--- src/rtl/addsub_nibble_sequencer.sv ---
// Multi-precision add/subtract sequencer: one 4-bit slice, LSB nibble first.
// Define ADDSUB_SEQ_OVF_EN to add the signed-overflow output ovf.
module addsub_nibble_sequencer #(
  parameter  int NIBBLES = 4,
  localparam int W       = 4 * NIBBLES
) (
  input  logic         clk,
  input  logic         rst_n,
  input  logic         start_valid,
  output logic         start_ready,
  input  logic [W-1:0] op_a,
  input  logic [W-1:0] op_b,
  input  logic         mode,
  output logic         res_valid,
  input  logic         res_ready,
  output logic [W-1:0] result,
  output logic         carry_out,
  output logic         busy
`ifdef ADDSUB_SEQ_OVF_EN
  ,
  output logic         ovf
`endif
);

  localparam int IDXW = (NIBBLES > 1) ? $clog2(NIBBLES) : 1;

  typedef enum logic [1:0] {
    IDLE = 2'd0,
    RUN  = 2'd1,
    DONE = 2'd2
  } state_t;

  state_t          state_q, state_d;
  logic [W-1:0]    a_q, a_d;
  logic [W-1:0]    b_q, b_d;
  logic [W-1:0]    result_q, result_d;
  logic            mode_q, mode_d;
  logic            carry_q, carry_d;
  logic            carry_out_q, carry_out_d;
  logic [IDXW-1:0] idx_q, idx_d;
  logic [3:0]      b_nib;
  logic [4:0]      sum5;
`ifdef ADDSUB_SEQ_OVF_EN
  logic            ovf_q, ovf_d;
`endif

  always_comb begin
    state_d     = state_q;
    a_d         = a_q;
    b_d         = b_q;
    result_d    = result_q;
    mode_d      = mode_q;
    carry_d     = carry_q;
    carry_out_d = carry_out_q;
    idx_d       = idx_q;
`ifdef ADDSUB_SEQ_OVF_EN
    ovf_d       = ovf_q;
`endif
    // The slice: B inverted in subtract mode, carry-in comes from the carry flop.
    b_nib = b_q[3:0] ^ {4{mode_q}};
    sum5  = {1'b0, a_q[3:0]} + {1'b0, b_nib} + {4'b0, carry_q};

    case (state_q)
      IDLE: begin
        if (start_valid) begin
          state_d = RUN;
          a_d     = op_a;
          b_d     = op_b;
          mode_d  = mode;
          carry_d = mode;
          idx_d   = '0;
        end
      end
      RUN: begin
        result_d = {sum5[3:0], result_q[W-1:4]};
        carry_d  = sum5[4];
        a_d      = a_q >> 4;
        b_d      = b_q >> 4;
        idx_d    = idx_q + IDXW'(1);
        if (idx_q == IDXW'(NIBBLES - 1)) begin
          state_d     = DONE;
          carry_out_d = sum5[4];
`ifdef ADDSUB_SEQ_OVF_EN
          // Carry into bit 3 recovered from the sum bit, compared with carry out of bit 3.
          ovf_d = (a_q[3] ^ b_nib[3] ^ sum5[3]) ^ sum5[4];
`endif
        end
      end
      DONE: begin
        if (res_ready) state_d = IDLE;
      end
      default: state_d = IDLE;
    endcase
  end

  always_ff @(posedge clk or negedge rst_n) begin
    if (!rst_n) begin
      state_q     <= IDLE;
      a_q         <= '0;
      b_q         <= '0;
      result_q    <= '0;
      mode_q      <= 1'b0;
      carry_q     <= 1'b0;
      carry_out_q <= 1'b0;
      idx_q       <= '0;
`ifdef ADDSUB_SEQ_OVF_EN
      ovf_q       <= 1'b0;
`endif
    end else begin
      state_q     <= state_d;
      a_q         <= a_d;
      b_q         <= b_d;
      result_q    <= result_d;
      mode_q      <= mode_d;
      carry_q     <= carry_d;
      carry_out_q <= carry_out_d;
      idx_q       <= idx_d;
`ifdef ADDSUB_SEQ_OVF_EN
      ovf_q       <= ovf_d;
`endif
    end
  end

  assign start_ready = (state_q == IDLE);
  assign res_valid   = (state_q == DONE);
  assign busy        = (state_q != IDLE);
  assign result      = result_q;
  assign carry_out   = carry_out_q;
`ifdef ADDSUB_SEQ_OVF_EN
  assign ovf         = ovf_q;
`endif

endmodule

--- config.mk ---
export PLATFORM = sky130hd
export DESIGN_NAME = addsub_nibble_sequencer
export DESIGN_NICKNAME = d
export VERILOG_FILES = /design/src/rtl/addsub_nibble_sequencer.sv
export SDC_FILE = /design/constraint.sdc
export NUM_CORES = 1
export LEC_CHECK = 0
export ABC_AREA = 1
export CAP_MARGIN = 20
export CORE_UTILIZATION = 30
export DETAILED_ROUTE_END_ITERATION = 7
export PLACE_DENSITY = 0.51
export SKIP_CTS_REPAIR_TIMING = 1
export SYNTH_ARGS = -nofsm -noshare
export SYNTH_HDL_FRONTEND = slang
export SYNTH_SLANG_ARGS = --single-unit
--- constraint.sdc ---
create_clock -name clk -period 4.4 [get_ports clk]
set_clock_uncertainty 0.05 [all_clocks]
set_input_delay 0.88 -clock clk [delete_from_list [all_inputs] [get_ports clk]]
set_output_delay 0.88 -clock clk [all_outputs]
set_load 0.01 [all_outputs]
==> flow_metrics.tcl <==
set metrics [dict create \
    layout-drive-gt1-share_pct 8.73 \
    wl_um 5180 \
    power.density_nw_per_um2 766 \
    drtIter0Drc 41 \
    ios 57 \
    wl_per_cell_um 11.3 \
    nFillCells 872 \
    rows 33 \
    fin_cells 460 \
    detail-route-antenna-nets 0 \
    worst_setup_path_start_kind "register" \
    post-route-util_pct 40.1 \
    die-area_um2 9220 \
    slew_headroom_pct 53.8 \
    gp_congestion 0.715 \
    fin_crit_sh_pct 55.4 \
    synth_top_area_share_pct 51.9 \
    dp_hpwl_um 3550 \
    die_x_um 96.0 \
    area_delta_synth_final_pct 26.9 \
    end_kind "output pin" \
    syn-mean-instance-area_um2 8.72 \
    p_leak_nw 1.58 \
    numPlacedInstances 452 \
    min_path_type "register to register" \
    antenna_cells 0 \
    synth_edf_count 0 \
    grt_overflow_total 0 \
    max-cap-violations 0 \
    die_y_um 96.0 \
    clk_latency_ns 0.31 \
    cts_sinks 55 \
    max-vdd-ir-drop_mv 0.245 \
    rsz0062_at_grt "no" \
    fin_tns_setup_ns 0 \
    grt_max_degree 72 \
    drc 0 \
    status "finished, final reports clean" \
    setup_violations 0 \
    initial_core_util_pct 31.6 \
    cts_tree "yes" \
    grt_pass1_wl_um 9260 \
    max_freq_mhz 410 \
    grt_usage_pct 12.8 \
    cts_max_path_buffers 2 \
    antenna_found_initial 0 \
    required_ns 3.47 \
    drv_slew 0 \
    worst_pin_slew_ns 0.694 \
    cts-buffers-inserted 5 \
    synth_cell_types 24 \
    dr.pass1.iters 4 \
    num_vias 2031 \
    htree_levels 2 \
    syn_nets 347 \
    yosys_most_used_dff "dfrtp_1" \
    vias_per_cell 4.42 \
    grt_pass1_vias 2023 \
    finalCriticalPeriod_ns 2.44 \
    cts-root-buf "clkbuf_8" \
    yosys-top-cells-count "105 x nand2_1, 55 x dfrtp_1, 37 x inv_1, 31 x o21ai_0" \
    nets 397 \
    yosysSeqAreaShare_pct 51.9 \
    netlist_instances 304 \
    synth_top_area_cell "dfrtp_1" \
    synth_area_leaders "dfrtp_1 52%, nand2_1 15%, o21ai_0 5.9%" \
    synth_area_um2 2650 \
    critPathArrivalTime_ns 1.51 \
    synth_seq_cells 55 \
    finalHoldViolCount 0 \
    core_area_um2 8380 \
    crit_type "register to output pin" \
    ys.warnings.count 0 \
    holdWs_ns 0.433 \
    port_buffers 56 \
    clk_transition_reported_paths_ns 0.10 \
    yosysMostFrequentCell "nand2_1" \
    cp_max_fo 3 \
    async_reset_ff_share_pct 100 \
]
==> worst paths after layout <==
kind                       slack [ns]               endpoint                    from  depth (start not counted)
setup / recovery                 1.96            start_ready  state_q[0]$_DFFE_PN0P_                          2
hold / removal                   0.43   idx_q[0]$_DFFE_PN0P_    idx_q[0]$_DFFE_PN0P_                          1
setup reg to reg                 2.48     a_q[1]$_DFFE_PN0P_  state_q[1]$_DFFE_PN0P_                          6
hold reg to reg                  0.43   idx_q[0]$_DFFE_PN0P_    idx_q[0]$_DFFE_PN0P_                          1
max in group asynchronous        3.03     b_q[2]$_DFFE_PN0P_                   rst_n                          2
min in group asynchronous        0.44  result[0]$_DFFE_PN0P_                   rst_n                          1
==> layout by cell type, fill, tap and decap left out, types with 4 or more instances in the layout <==
master / instances
inv_1: 37
o21ai_2: 16
nand3_1: 5
nand2_1: 105
a21oi_1: 4
o21ai_1: 16
ha_1: 4
clkbuf_8: 5
o21ai_0: 31
dfrtp_1: 55
clkdlybuf4s50_1: 55
==> stage by stage <==
stage	power, mW	setup WS [ns]	area, µm²
detailed placement	2.22	2.03	3230
finish	2.57	1.96	3360
global route	2.84	1.89	3360
global placement	2.20	2.06	3230
CTS	2.62	1.94	3360
floorplan	1.91	2.65	2650
==> cells by family after synthesis <==
family                   count (synthesis)  synth area share (%)
AO/OA/AOI/OAI                           69                  15.4
XOR/XNOR                                 4                  1.32
adder cells (fa/ha/maj)                  6                  3.40
buffers and inverters                   54                  10.0
flip-flops                              55                  51.9
AND/OR/NAND/NOR                        116                  17.9
==> area by class of cell <==
cell class / instances / area, µm² / area share (%)
sequential: 55 / 1380 / 40.9
multi-input combinational: 195 / 1010 / 30.0
timing repair buffer: 57 / 563 / 16.7
inverter: 40 / 150 / 4.46
tap: 105 / 131 / 3.91
clock buffer: 6 / 72.6 / 2.16
clock inverter: 2 / 60.1 / 1.79
==> power breakdown <==
group / switching, mW / internal (mW) / total, mW
Clock: 0.165 / 0.228 / 0.393
Sequential: 0.116 / 0.745 / 0.861
Combinational: 0.805 / 0.516 / 1.32
Total: 1.09 / 1.49 / 2.57
==> layer usage <==
layer | part of all wire, % | global-route usage, %
met4 | 1.1 | 3.36
met3 | 4.8 | 2.76
met2 | 43 | 21.0
met5 | 0 | 0
met1 | 51 | 17.2
==> state kept, by name, summed over array words and instances (netlist names) <==
signal     count
a_q           16
carry_out      1
idx_q          2
state_q        2
carry_q        1
result        16
b_q           16
mode_q         1
==> critical path, cell delays in order (launching register included) <==
cell	delay, ns
dfrtp_1	0.44
nor2_2	0.20
clkdlybuf4s50_1	0.57
No activity file was read; power rests on OpenSTA's default activity.
